==> src/rtl/nn_mac_sequencer.sv <==
// nn_mac_sequencer: drives one shared multiply-accumulate unit through a
// two-layer (N_IN -> N_HID -> 1) network evaluation. Control and address
// outputs are decoded from the next state and counter values and then
// registered, so every output is a clean flop output that is aligned with
// the state it describes.
module nn_mac_sequencer #(
  parameter int N_IN  = 7,
  parameter int N_HID = 13
) (
  input  logic       clk,
  input  logic       rst,
  input  logic       start,
  input  logic       abort,
  output logic       busy,
  output logic       done,
  output logic [2:0] x_sel,
  output logic [3:0] h_sel,
  output logic [6:0] w_addr,
  output logic       src_hid,
  output logic       mac_clr,
  output logic       mac_en,
  output logic       h_wr,
  output logic       y_wr
);

  typedef enum logic [2:0] {
    S_IDLE = 3'd0,
    S_HCLR = 3'd1,
    S_HMAC = 3'd2,
    S_HWR  = 3'd3,
    S_OCLR = 3'd4,
    S_OMAC = 3'd5,
    S_OWR  = 3'd6,
    S_DONE = 3'd7
  } state_t;

  // Terminal counter values and the base address of the output-layer weights.
  localparam logic [2:0] I_LAST = 3'(N_IN - 1);
  localparam logic [3:0] H_LAST = 4'(N_HID - 1);
  localparam logic [6:0] N_IN_W = 7'(N_IN);
  localparam logic [6:0] O_BASE = 7'(N_IN * N_HID);

  state_t     state, state_nx;
  logic [2:0] i_cnt, i_nx;
  logic [3:0] h_cnt, h_nx;
  logic [3:0] k_cnt, k_nx;

  logic       busy_nx, done_nx, src_hid_nx;
  logic       mac_clr_nx, mac_en_nx, h_wr_nx, y_wr_nx;
  logic [2:0] x_sel_nx;
  logic [3:0] h_sel_nx;
  logic [6:0] w_addr_nx;

  // State and counter registers; reset parks the sequencer in IDLE.
  always_ff @(posedge clk) begin
    if (rst) begin
      state <= S_IDLE;
      i_cnt <= 3'd0;
      h_cnt <= 4'd0;
      k_cnt <= 4'd0;
    end else begin
      state <= state_nx;
      i_cnt <= i_nx;
      h_cnt <= h_nx;
      k_cnt <= k_nx;
    end
  end

  // Next-state and counter logic; abort overrides every transition.
  always_comb begin
    state_nx = state;
    i_nx     = i_cnt;
    h_nx     = h_cnt;
    k_nx     = k_cnt;
    case (state)
      S_IDLE: begin
        if (start && !abort) begin
          state_nx = S_HCLR;
          i_nx     = 3'd0;
          h_nx     = 4'd0;
          k_nx     = 4'd0;
        end else begin
          state_nx = S_IDLE;
        end
      end
      S_HCLR: begin
        state_nx = S_HMAC;
        i_nx     = 3'd0;
      end
      S_HMAC: begin
        if (i_cnt == I_LAST) begin
          state_nx = S_HWR;
          i_nx     = 3'd0;
        end else begin
          i_nx     = i_cnt + 3'd1;
        end
      end
      S_HWR: begin
        if (h_cnt == H_LAST) begin
          state_nx = S_OCLR;
        end else begin
          state_nx = S_HCLR;
          h_nx     = h_cnt + 4'd1;
        end
      end
      S_OCLR: begin
        state_nx = S_OMAC;
        k_nx     = 4'd0;
      end
      S_OMAC: begin
        if (k_cnt == H_LAST) begin
          state_nx = S_OWR;
          k_nx     = 4'd0;
        end else begin
          k_nx     = k_cnt + 4'd1;
        end
      end
      S_OWR: begin
        state_nx = S_DONE;
      end
      S_DONE: begin
        state_nx = S_IDLE;
        i_nx     = 3'd0;
        h_nx     = 4'd0;
        k_nx     = 4'd0;
      end
      default: begin
        state_nx = S_IDLE;
        i_nx     = 3'd0;
        h_nx     = 4'd0;
        k_nx     = 4'd0;
      end
    endcase
    if (abort && (state != S_IDLE)) begin
      state_nx = S_IDLE;
      i_nx     = 3'd0;
      h_nx     = 4'd0;
      k_nx     = 4'd0;
    end else begin
      state_nx = state_nx;
    end
  end

  // Output decode from the upcoming state so the registered outputs line up with it.
  always_comb begin
    busy_nx    = (state_nx != S_IDLE);
    done_nx    = 1'b0;
    src_hid_nx = 1'b0;
    mac_clr_nx = 1'b0;
    mac_en_nx  = 1'b0;
    h_wr_nx    = 1'b0;
    y_wr_nx    = 1'b0;
    x_sel_nx   = 3'd0;
    h_sel_nx   = 4'd0;
    w_addr_nx  = 7'd0;
    case (state_nx)
      S_HCLR: mac_clr_nx = 1'b1;
      S_HMAC: begin
        mac_en_nx = 1'b1;
        x_sel_nx  = i_nx;
        h_sel_nx  = h_nx;
        w_addr_nx = 7'(h_nx) * N_IN_W + 7'(i_nx);
      end
      S_HWR: begin
        h_wr_nx  = 1'b1;
        h_sel_nx = h_nx;
      end
      S_OCLR: mac_clr_nx = 1'b1;
      S_OMAC: begin
        mac_en_nx  = 1'b1;
        src_hid_nx = 1'b1;
        h_sel_nx   = k_nx;
        w_addr_nx  = O_BASE + 7'(k_nx);
      end
      S_OWR:  y_wr_nx = 1'b1;
      S_DONE: done_nx = 1'b1;
      default: busy_nx = busy_nx;
    endcase
  end

  // Output registers; reset clears every output for the following cycle.
  always_ff @(posedge clk) begin
    if (rst) begin
      busy    <= 1'b0;
      done    <= 1'b0;
      src_hid <= 1'b0;
      mac_clr <= 1'b0;
      mac_en  <= 1'b0;
      h_wr    <= 1'b0;
      y_wr    <= 1'b0;
      x_sel   <= 3'd0;
      h_sel   <= 4'd0;
      w_addr  <= 7'd0;
    end else begin
      busy    <= busy_nx;
      done    <= done_nx;
      src_hid <= src_hid_nx;
      mac_clr <= mac_clr_nx;
      mac_en  <= mac_en_nx;
      h_wr    <= h_wr_nx;
      y_wr    <= y_wr_nx;
      x_sel   <= x_sel_nx;
      h_sel   <= h_sel_nx;
      w_addr  <= w_addr_nx;
    end
  end

endmodule

==> config.mk <==
export PLATFORM = sky130hd
export DESIGN_NAME = nn_mac_sequencer
export DESIGN_NICKNAME = d
export VERILOG_FILES = /design/src/rtl/nn_mac_sequencer.sv
export SDC_FILE = /design/constraint.sdc
export NUM_CORES = 1
export LEC_CHECK = 0
export ABC_AREA = 1
export BUFFER_PORTS_ARGS = -buffer_cell sky130_fd_sc_hd__buf_2
export CAP_MARGIN = 20
export CORE_ASPECT_RATIO = 0.7
export CORE_MARGIN = 3
export CORE_UTILIZATION = 55
export CTS_CLUSTER_SIZE = 8
export DETAILED_ROUTE_END_ITERATION = 8
export PLACE_DENSITY = 0.76
export SETUP_SLACK_MARGIN = 0.05
export SYNTH_ARGS = -nofsm -noshare
export SYNTH_HDL_FRONTEND = slang
export SYNTH_SLANG_ARGS = --single-unit
==> constraint.sdc <==
create_clock -name clk -period 5.5 [get_ports clk]
set_input_delay 0.825 -clock clk [delete_from_list [all_inputs] [get_ports clk]]
set_output_delay 0.825 -clock clk [all_outputs]
set_load 0.1 [all_outputs]
; ---- After elaboration in Yosys (flattened, before gate mapping)
; Index checks and enable logic that the tools add are counted.
[op_classes]
add_sub_neg = 5
multipliers = 1
n_eq_ne = 17
muxes = 26
bitwise_logic = 1
n_reduce_logical = 12
[ops]
columns = op, n
row1 = $eq A3 B3 Y1 const B, 9
row2 = $mux W4, 6
row3 = $pmux W3 S8, 1
row4 = $pmux W4 S3, 2
row5 = $mux W3, 7
row6 = $pmux W7 S2, 1
row7 = $eq A3 B2 Y1 const B, 4
row8 = $reduce_or A2 Y1, 6
row9 = $pmux W3 S3, 1
row10 = $add A4 B1 Y4 const B, 2
row11 = $eq A4 B4 Y1 const B, 2
row12 = $pmux W4 S2, 1
row13 = $add A7 B3 Y7, 1
row14 = $add A7 B4 Y7 const A, 1
row15 = $mul A4 B3 Y7 const B, 1
row16 = $mux W1, 7
row17 = $eq A3 B1 Y1 const B, 2
row18 = $reduce_bool A3 Y1, 2
row19 = $add A3 B1 Y3 const B, 1
row20 = $logic_not A3 Y1, 1
row21 = $logic_and A1 B1 Y1, 2
row22 = $logic_not A1 Y1, 1
row23 = $not A1 Y1, 1
[totals]
register_bits = 35
inputBits = 4
elab_cells = 76

; ---- Depth between registers and ports, before layout
; Gate-level depths: netlist (run 1).
[logic_depth]
word_depth = 8
depth_mapped = 21
mapped_depth_nobuf = 21

; ---- Worst setup path after synthesis (run 1)
; OpenSTA, ideal clock, no wires.
[synth_path]
path_type = input -> register
from = in abort
to = reg w_addr[5]
setup_time_ns = 0.058
t_arrival_ns = 3.531
required_time_ns = 5.442
setup_slack_ns = 1.911
path_stages = 19
n_path_buf = 0
path_cell_list = inv_2 nand2_1 nand3_1 nand2_1 nand2_1 nand2_1 nand2_1 fa_1 inv_1 fa_1 fa_1 nand2_1 inv_1 nor2_1 nor2_1 nor2_1 xnor2_1 nand3_1 nand2_1
[synth_between]
elab_chain_cells = 8
word_cells_on_any_way = 21
cone_classes = add/sub: 2 / mul: 1 / eq/ne: 2 / mux: 13 / reduce/logical: 3
[synth_rtl]
columns = element, line_no
row1 = from (decl), 13  ; input logic abort,
row2 = $logic_not A1 Y1, 77  ; if (start && !abort) begin
row3 = $logic_and A1 B1 Y1, 77
row4 = $mux W4, 77
row5 = $pmux W4 S3, 75  ; case (state)
row6 = $mux W4, 134  ; if (abort && (state != S_IDLE)) begin
row7 = $mul A4 B3 Y7, 162  ; w_addr_nx = 7'(h_nx) * N_IN_W + 7'(i_nx);
row8 = $add A7 B3 Y7, 162
row9 = $pmux W7 S2 *, 156  ; case (state_nx)
row10 = to (signal assigned), 204  ; w_addr <= w_addr_nx;
row11 = to (decl), 18  ; output logic [6:0] w_addr,
; Mark *: on every way between the ends. The rest lies on a longest branch, timed or not.
; A chain may end at the register's enable or synchronous reset.

; ---- Worst setup path after layout (run 1)
; Same ends and word-level chain as after synthesis.

==> results.toml, run 1 <==
[drt]
drc = 0
dr.pass1.iters = 4
wl_per_cell_microns = 12.87
drtIter0Drc = 121
via_per_inst = 5.027
num_vias = 1850
ant_nets = 0
wl_microns = 4737

[global_route]
grt_pass1_vias = 1641
grt_usage_pct = 22.06
grt_pass1_wl_microns = 7659
grt-ovfl-total = 0
grt_max_degree = 18
antenna_found_initial = 0

[min_path]
holdPathStages = 4
min_path_type = "flip-flop to flip-flop"

[setup_path]
path_common_cell = "nand2_1"
critical_path.slowest_cell = "fa_1"
worst-setup-path-type = "input pin to flip-flop"
crit_path_max_incr_delay_ps = 550
arrival_ps = 3960
rr_worst_depth = 18
path_cells = "buf_2, inv_2, nand2_1, nand3_1, nand2_1, nand2_1, nand2_1, nand2_1, fa_1, inv_1, fa_1, fa_1, nand2_1, inv_1, nor2_1, nor2_1, nor2_1, xnor2_1, nand3_1, nand2_1"
path_buf_inv = 4
cp-start-kind = "input pin"
cp_num_cells = 20
path_max_fanout = 5
worstPathRequired_ps = 5740
critPathTopFamily = "adder cells"
cp-end-kind = "flip-flop"

[yosys]
ys.flop_type = "dfxtp_1"
seq_area_frac_synth_pct = 32.63
async_reset_ff_share_pct = 0
ys_seq_elements = 35
synth_edf_count = 0
synthCells = 290
synth_top_cells_by_count = "nand2_1 (80), nor2_1 (36), dfxtp_1 (35), inv_1 (32), nand3_1 (23)"
yosysTopAreaCell = "dfxtp_1"
syn_nets = 316
yosysMostFrequentCell = "nand2_1"
yosys_warnings = 0
synth_top_cell_area_share_pct = 32.63
syn_area_sq_um = 2147
synth_cell_types = 35
synth_area_leaders = "dfxtp_1 (33%), nand2_1 (14%), ha_1 (9.9%)"
avgSynthCellArea_sq_um = 7.404

[final_layout]
stdcell_area_sq_um = 2395
final_cells = 368
final_util_pct = 66.05
diodes = 0
drive_above_1_share_pct = 19.81
nets = 343
syn2layout_area_growth_pct = 11.54

[sta]
fin_tns_setup_ps = 0
setup_slack_ps = 1782
fin_crit_ps = 3718
fin_worst_skew_ps = 6.195
finalCritPeriodShare_pct = 67.60
hold_ws_ps = 660.7
worst_pin_slew_ps = 489.0
finalMaxSlewViolations = 0
rsz0062_at_grt = "no"
fmax_ghz = 0.2690
setup_viol_count_final = 0
hold_viol = 0
slew-limit-headroom_pct = 67.62

[pwr]
power.switching_uw = 179.6
pwr-share-seq_pct = 47.7
combPwrFrac_pct = 18.3
totalPowerFinal_uw = 550.6
pwr_density_cell_nw_per_um2 = 229.9
p_int_uw = 371.1
p_sw_share_pct = 32.61
vdd_drop_max_mv = 0.1556
p_clk_share_pct = 34.0
power.leakage_nw = 1.332

[cts]
cts_root_buffer = "clkbuf_8"
htreeDepth = 2
ctsLongestPathBuffers = 2
post_cts.repair.setup_buffers = 0
ctsResizeCount = 0
cts_sinks = 35
ctsHoldBuffers = 0
numCtsBuffers = 5
clk_latency_ps = 300
clk_pin_slew_ps = 70
cts_tree = "built"

[placement]
gp_congestion = 0.8800
dp_slack_ps = 1506
post-dp-hpwl_microns = 3770
port_buffers = 24
dp_cells = 360
place_area_sq_um = 2306

[floorplan]
initial_utilization_pct = 59.21
die_y_microns = 58.28
ios = 25
die_area_sq_um = 4701
die_w_microns = 80.68
rows = 18
core-area_sq_um = 3626

[run_status]
outcome = "completed"

[run]
drv_cap = 0
[kinds of logic after synthesis]
logic type / share of synthesized area, %
AND/OR/NAND/NOR: 35.14
buffers and inverters: 9.150
flip-flops: 32.63
adder cells (fa/ha/maj): 14.57
AO/OA/AOI/OAI: 6.469
XOR/XNOR: 2.040
[power by group through the flow]
stage	Sequential [mW]	Combinational (mW)	Clock, mW
5_1_grt	0.263	0.111	0.200
6_report	0.263	0.101	0.187
3_3_place_gp	0.268	0.0994	0
2_1_floorplan	0.288	0.0622	0
4_1_cts	0.263	0.101	0.192
3_5_place_dp	0.268	0.101	0
[metal layers]
| metal | share of wire, % | GRT usage (%) | up-vias |
|---|---|---|---|
| met3 | 8.3 | 6.832 | 5 |
| met5 | 0 | 0 | - |
| met4 | 1.1 | 6.747 | 0 |
| li1 | - | - | 959 |
| met1 | 49 | 30.24 | 822 |
| met2 | 42 | 33.49 | 64 |
[layout by cell type (no fill, tap or decap), drive strengths merged]
cell type,instances
nand2,85
nor2,44
inv,43
dfxtp,35
buf,24
nand3,24
ha,17
o21ai,8
a21oi,7
fa,5
clkbuf,5
nand4,5
xor2,4
nor3,2
clkinvlp,2
clkinv,2
o31ai,1
a22o,1
a32oi,1
o211ai,1
xnor2,1
nand3b,1
[state kept, by name, summed over array words and instances (netlist names)]
| register | cells |
|---|---|
| busy | 1 |
| done | 1 |
| h_cnt | 4 |
| h_sel | 4 |
| h_wr | 1 |
| i_cnt | 3 |
| k_cnt | 4 |
| mac_clr | 1 |
| mac_en | 1 |
| src_hid | 1 |
| state | 3 |
| w_addr | 7 |
| x_sel | 3 |
| y_wr | 1 |
[area by class of cell]
| type | instances | area [sq um] |
|---|---|---|
| Clock inverter | 3 | 20.02 |
| Fill cell | 341 | 1231 |
| Inverter | 44 | 172.7 |
| Sequential cell | 35 | 700.7 |
| Tap cell | 50 | 62.56 |
| Clock buffer | 5 | 68.82 |
| Multi-Input combinational cell | 207 | 1250 |
| Timing Repair Buffer | 24 | 120.1 |
[path summary, 6_finish.rpt]
check,to,from,slack (ps)
worst max-delay path,w_addr[5],abort,1780
worst min-delay path,x_sel[2],i_cnt[2],660
worst max register to register,w_addr[5],h_cnt[0],1900
worst min register to register,x_sel[2],i_cnt[2],660
[tightest hold or removal path, cell delays in order (launching register included)]
cell and delay [ps]:
dfxtp_1 330, o21ai_0 80, nand2_1 60, nand2_1 110
nor2_1 50
(Power assumes the default switching activity.)
==> run 2, diff against run 1 <==
--- a/config.mk
+++ b/config.mk
@@ -5,7 +5,7 @@
 export SDC_FILE = /design/constraint.sdc
 export NUM_CORES = 1
 export LEC_CHECK = 0
-export ABC_AREA = 1
+export ABC_AREA = 0
 export BUFFER_PORTS_ARGS = -buffer_cell sky130_fd_sc_hd__buf_2
 export CAP_MARGIN = 20
 export CORE_ASPECT_RATIO = 0.7
==> constraint.sdc (replaced) <==
create_clock -name clk -period 3.8 [get_ports clk]
set_input_delay 0.57 -clock clk [delete_from_list [all_inputs] [get_ports clk]]
set_output_delay 0.57 -clock clk [all_outputs]
set_load 0.1 [all_outputs]
==> run 2 against run 1 <==
Against the previous run: sequential share of layout area grew 0.69 points; largest cell class unchanged; synthesized cell count shrank 23%; setup slack lost 1500 ps; sequential cell count is the same; largest power group unchanged; die area shrank 6.9%; clock-buffer cell count is the same; via count shrank 10%.
==> results.toml, run 2 <==
[yosys]
yosys_warnings = 0
yosysMostFrequentCell = "dfxtp_1"
synth_top_cells_by_count = "dfxtp_1 (35), nor2_1 (29), inv_1 (24), ha_1 (17), nand2_1 (9)"
synth_edf_count = 0
ys_seq_elements = 35
avgSynthCellArea_sq_um = 8.944
synth_area_leaders = "dfxtp_1 (35%), ha_1 (11%), nor2_1 (5.5%)"
async_reset_ff_share_pct = 0
ys.flop_type = "dfxtp_1"
syn_nets = 248
synth_top_cell_area_share_pct = 35.29
synth_cell_types = 47
synthCells = 222
syn_area_sq_um = 1986
yosysTopAreaCell = "dfxtp_1"
seq_area_frac_synth_pct = 35.29

[global_route]
antenna_found_initial = 0
grt.busiest_layer = "met1"
grt_pass1_wl_microns = 7383
grtUsageMet3_pct = 5.769
grt_use_met1_pct = 32.04
grt_pass1_vias = 1521
use_met2_pct = 29.51
grt_usage_pct = 21.58
grt_max_degree = 21
grt-ovfl-total = 0

[sta]
setup_viol_count_final = 0
worst_pin_slew_ps = 863.0
setup_slack_ps = 265.5
fin_tns_setup_ps = 0
slew-limit-headroom_pct = 41.56
hold_viol = 0
fmax_ghz = 0.2829
finalMaxSlewViolations = 0
finalCritPeriodShare_pct = 93.01
fin_crit_ps = 3535
fin_worst_skew_ps = 1.802
rsz0062_at_grt = "no"

[cts]
clk_latency_ps = 290
clk_pin_slew_ps = 70
cts_sinks = 35
cts_root_buffer = "clkbuf_8"
htreeDepth = 2
ctsLongestPathBuffers = 2
numCtsBuffers = 5
cts_tree = "built"
ctsHoldBuffers = 0

[min_path]
min_path_type = "flip-flop to flip-flop"
holdPathStages = 2

[setup_path]
worst-setup-path-type = "flip-flop to flip-flop"
worstPathRequired_ps = 3970
crit_path_max_incr_delay_ps = 570
path_buf_inv = 1
path_cells = "nand2_1, nor2_1, a22o_1, nand2_1, fa_1, inv_1, fa_1, ha_1, a21o_1, a21oi_2, o21bai_1, a21oi_1, xor2_1, o21ai_1"
critical_path.slowest_cell = "fa_1"
cp-start-kind = "flip-flop"
cp_num_cells = 14
path_max_fanout = 4
cp-end-kind = "flip-flop"
critPathTopFamily = "adder cells"
rr_worst_depth = 14
arrival_ps = 3700

[placement]
dp_slack_ps = 22.99
dp_cells = 297
gp_congestion = 0.9060
post-dp-hpwl_microns = 3370
port_buffers = 24

[pwr]
combPwrFrac_pct = 11.2
p_clk_share_pct = 42.3
power.leakage_nw = 1.164
pwr-share-seq_pct = 46.5
p_sw_share_pct = 26.59
vdd_drop_max_mv = 0.2100
power.switching_uw = 215.2
pwr_density_cell_nw_per_um2 = 344.1
p_int_uw = 594.3

[final_layout]
drive_above_1_share_pct = 25.77
nFillCells = 252
top_register = "w_addr"
largest_reg_flops = 7
final_cell_mix = "dfxtp_1 (32), nor2_1 (29), inv_1 (24), buf_2 (24), ha_1 (17)"
nets = 285
regArea_sq_um = 704.4
diodes = 0
multiInputGateArea_sq_um = 1150
final_util_pct = 71.35
final_cells = 307
syn2layout_area_growth_pct = 18.46
layout_commonest_cell = "dfxtp_1"

[drt]
wl_microns = 4492
via_per_inst = 5.397
drtIter0Drc = 126
dr.pass1.iters = 4
drc = 0
num_vias = 1657
ant_nets = 0
wl_per_cell_microns = 14.63

[floorplan]
core-area_sq_um = 3297
ios = 25
die_w_microns = 77.82
die_y_microns = 56.27
die_area_sq_um = 4379
initial_utilization_pct = 60.23
rows = 17

[run_status]
outcome = "completed"

[run]
drv_cap = 0
[run 2: worst paths after layout]
kind	from	endpoint	slack, ps
min	i_cnt[2]	i_cnt[2]	660
max reg2reg	state[0]	w_addr[6]	270
max	state[0]	w_addr[6]	270
min reg2reg	i_cnt[2]	i_cnt[2]	660
[run 2: cell type report]
cell class / instances / area share (%)
multi-input combinational: 153 / 48.88
clock buffer: 5 / 2.926
inverter: 25 / 3.989
timing repair buffer: 39 / 9.894
tap: 47 / 2.500
clock inverter: 3 / 1.862
sequential: 35 / 29.95
[run 2: kinds of logic (layout without fill, tap and decap cells)]
family	after synthesis	after routing	synth area share, %
and+or+nand+nor	72	72	19.03
AOI/OAI and AO/OA	52	52	19.47
DFF	35	35	35.29
buffers and inverters	34	72	7.372
adders and majority gates	22	22	15.75
xor gates and xnor gates	7	7	3.088
[run 2: power groups by stage]
stage	clock, mW	sequential, mW	combinational, mW
6_report	0.342	0.377	0.0904
5_1_grt	0.365	0.378	0.0960
4_1_cts	0.345	0.376	0.0883
3_5_place_dp	0	0.385	0.0878
3_3_place_gp	0	0.385	0.0879
2_1_floorplan	0	0.406	0.0425
[run 2: routing by layer]
layer | part of all wire, % | routed length [microns]
met4 | 1.5 | 68
met2 | 41 | 1829
met3 | 6.8 | 304
met5 | 0 | 0
met1 | 51 | 2290
[run 2: tightest hold or removal path, stage by stage, from the launching register on]
cell and delay, ps:
dfxtp_1 370, a211o_1 190, nor2_1 50
[run 2: per-stage QoR]
stage	hold WS (ps)	instance area, sq um	total power, mW
after floorplan	580.2	1986	0.4484
final	658.1	2352	0.8095
after global placement	622.3	2210	0.4729
after CTS	655.4	2322	0.8098
after global routing	672.6	2352	0.8388
after detailed placement	642.0	2210	0.4730
[run 2: timing repair]
item | CTS | global route
resized for setup | 0 | 6
setup endpoints to repair | 0 | 2
buffers inserted | 0 | 2
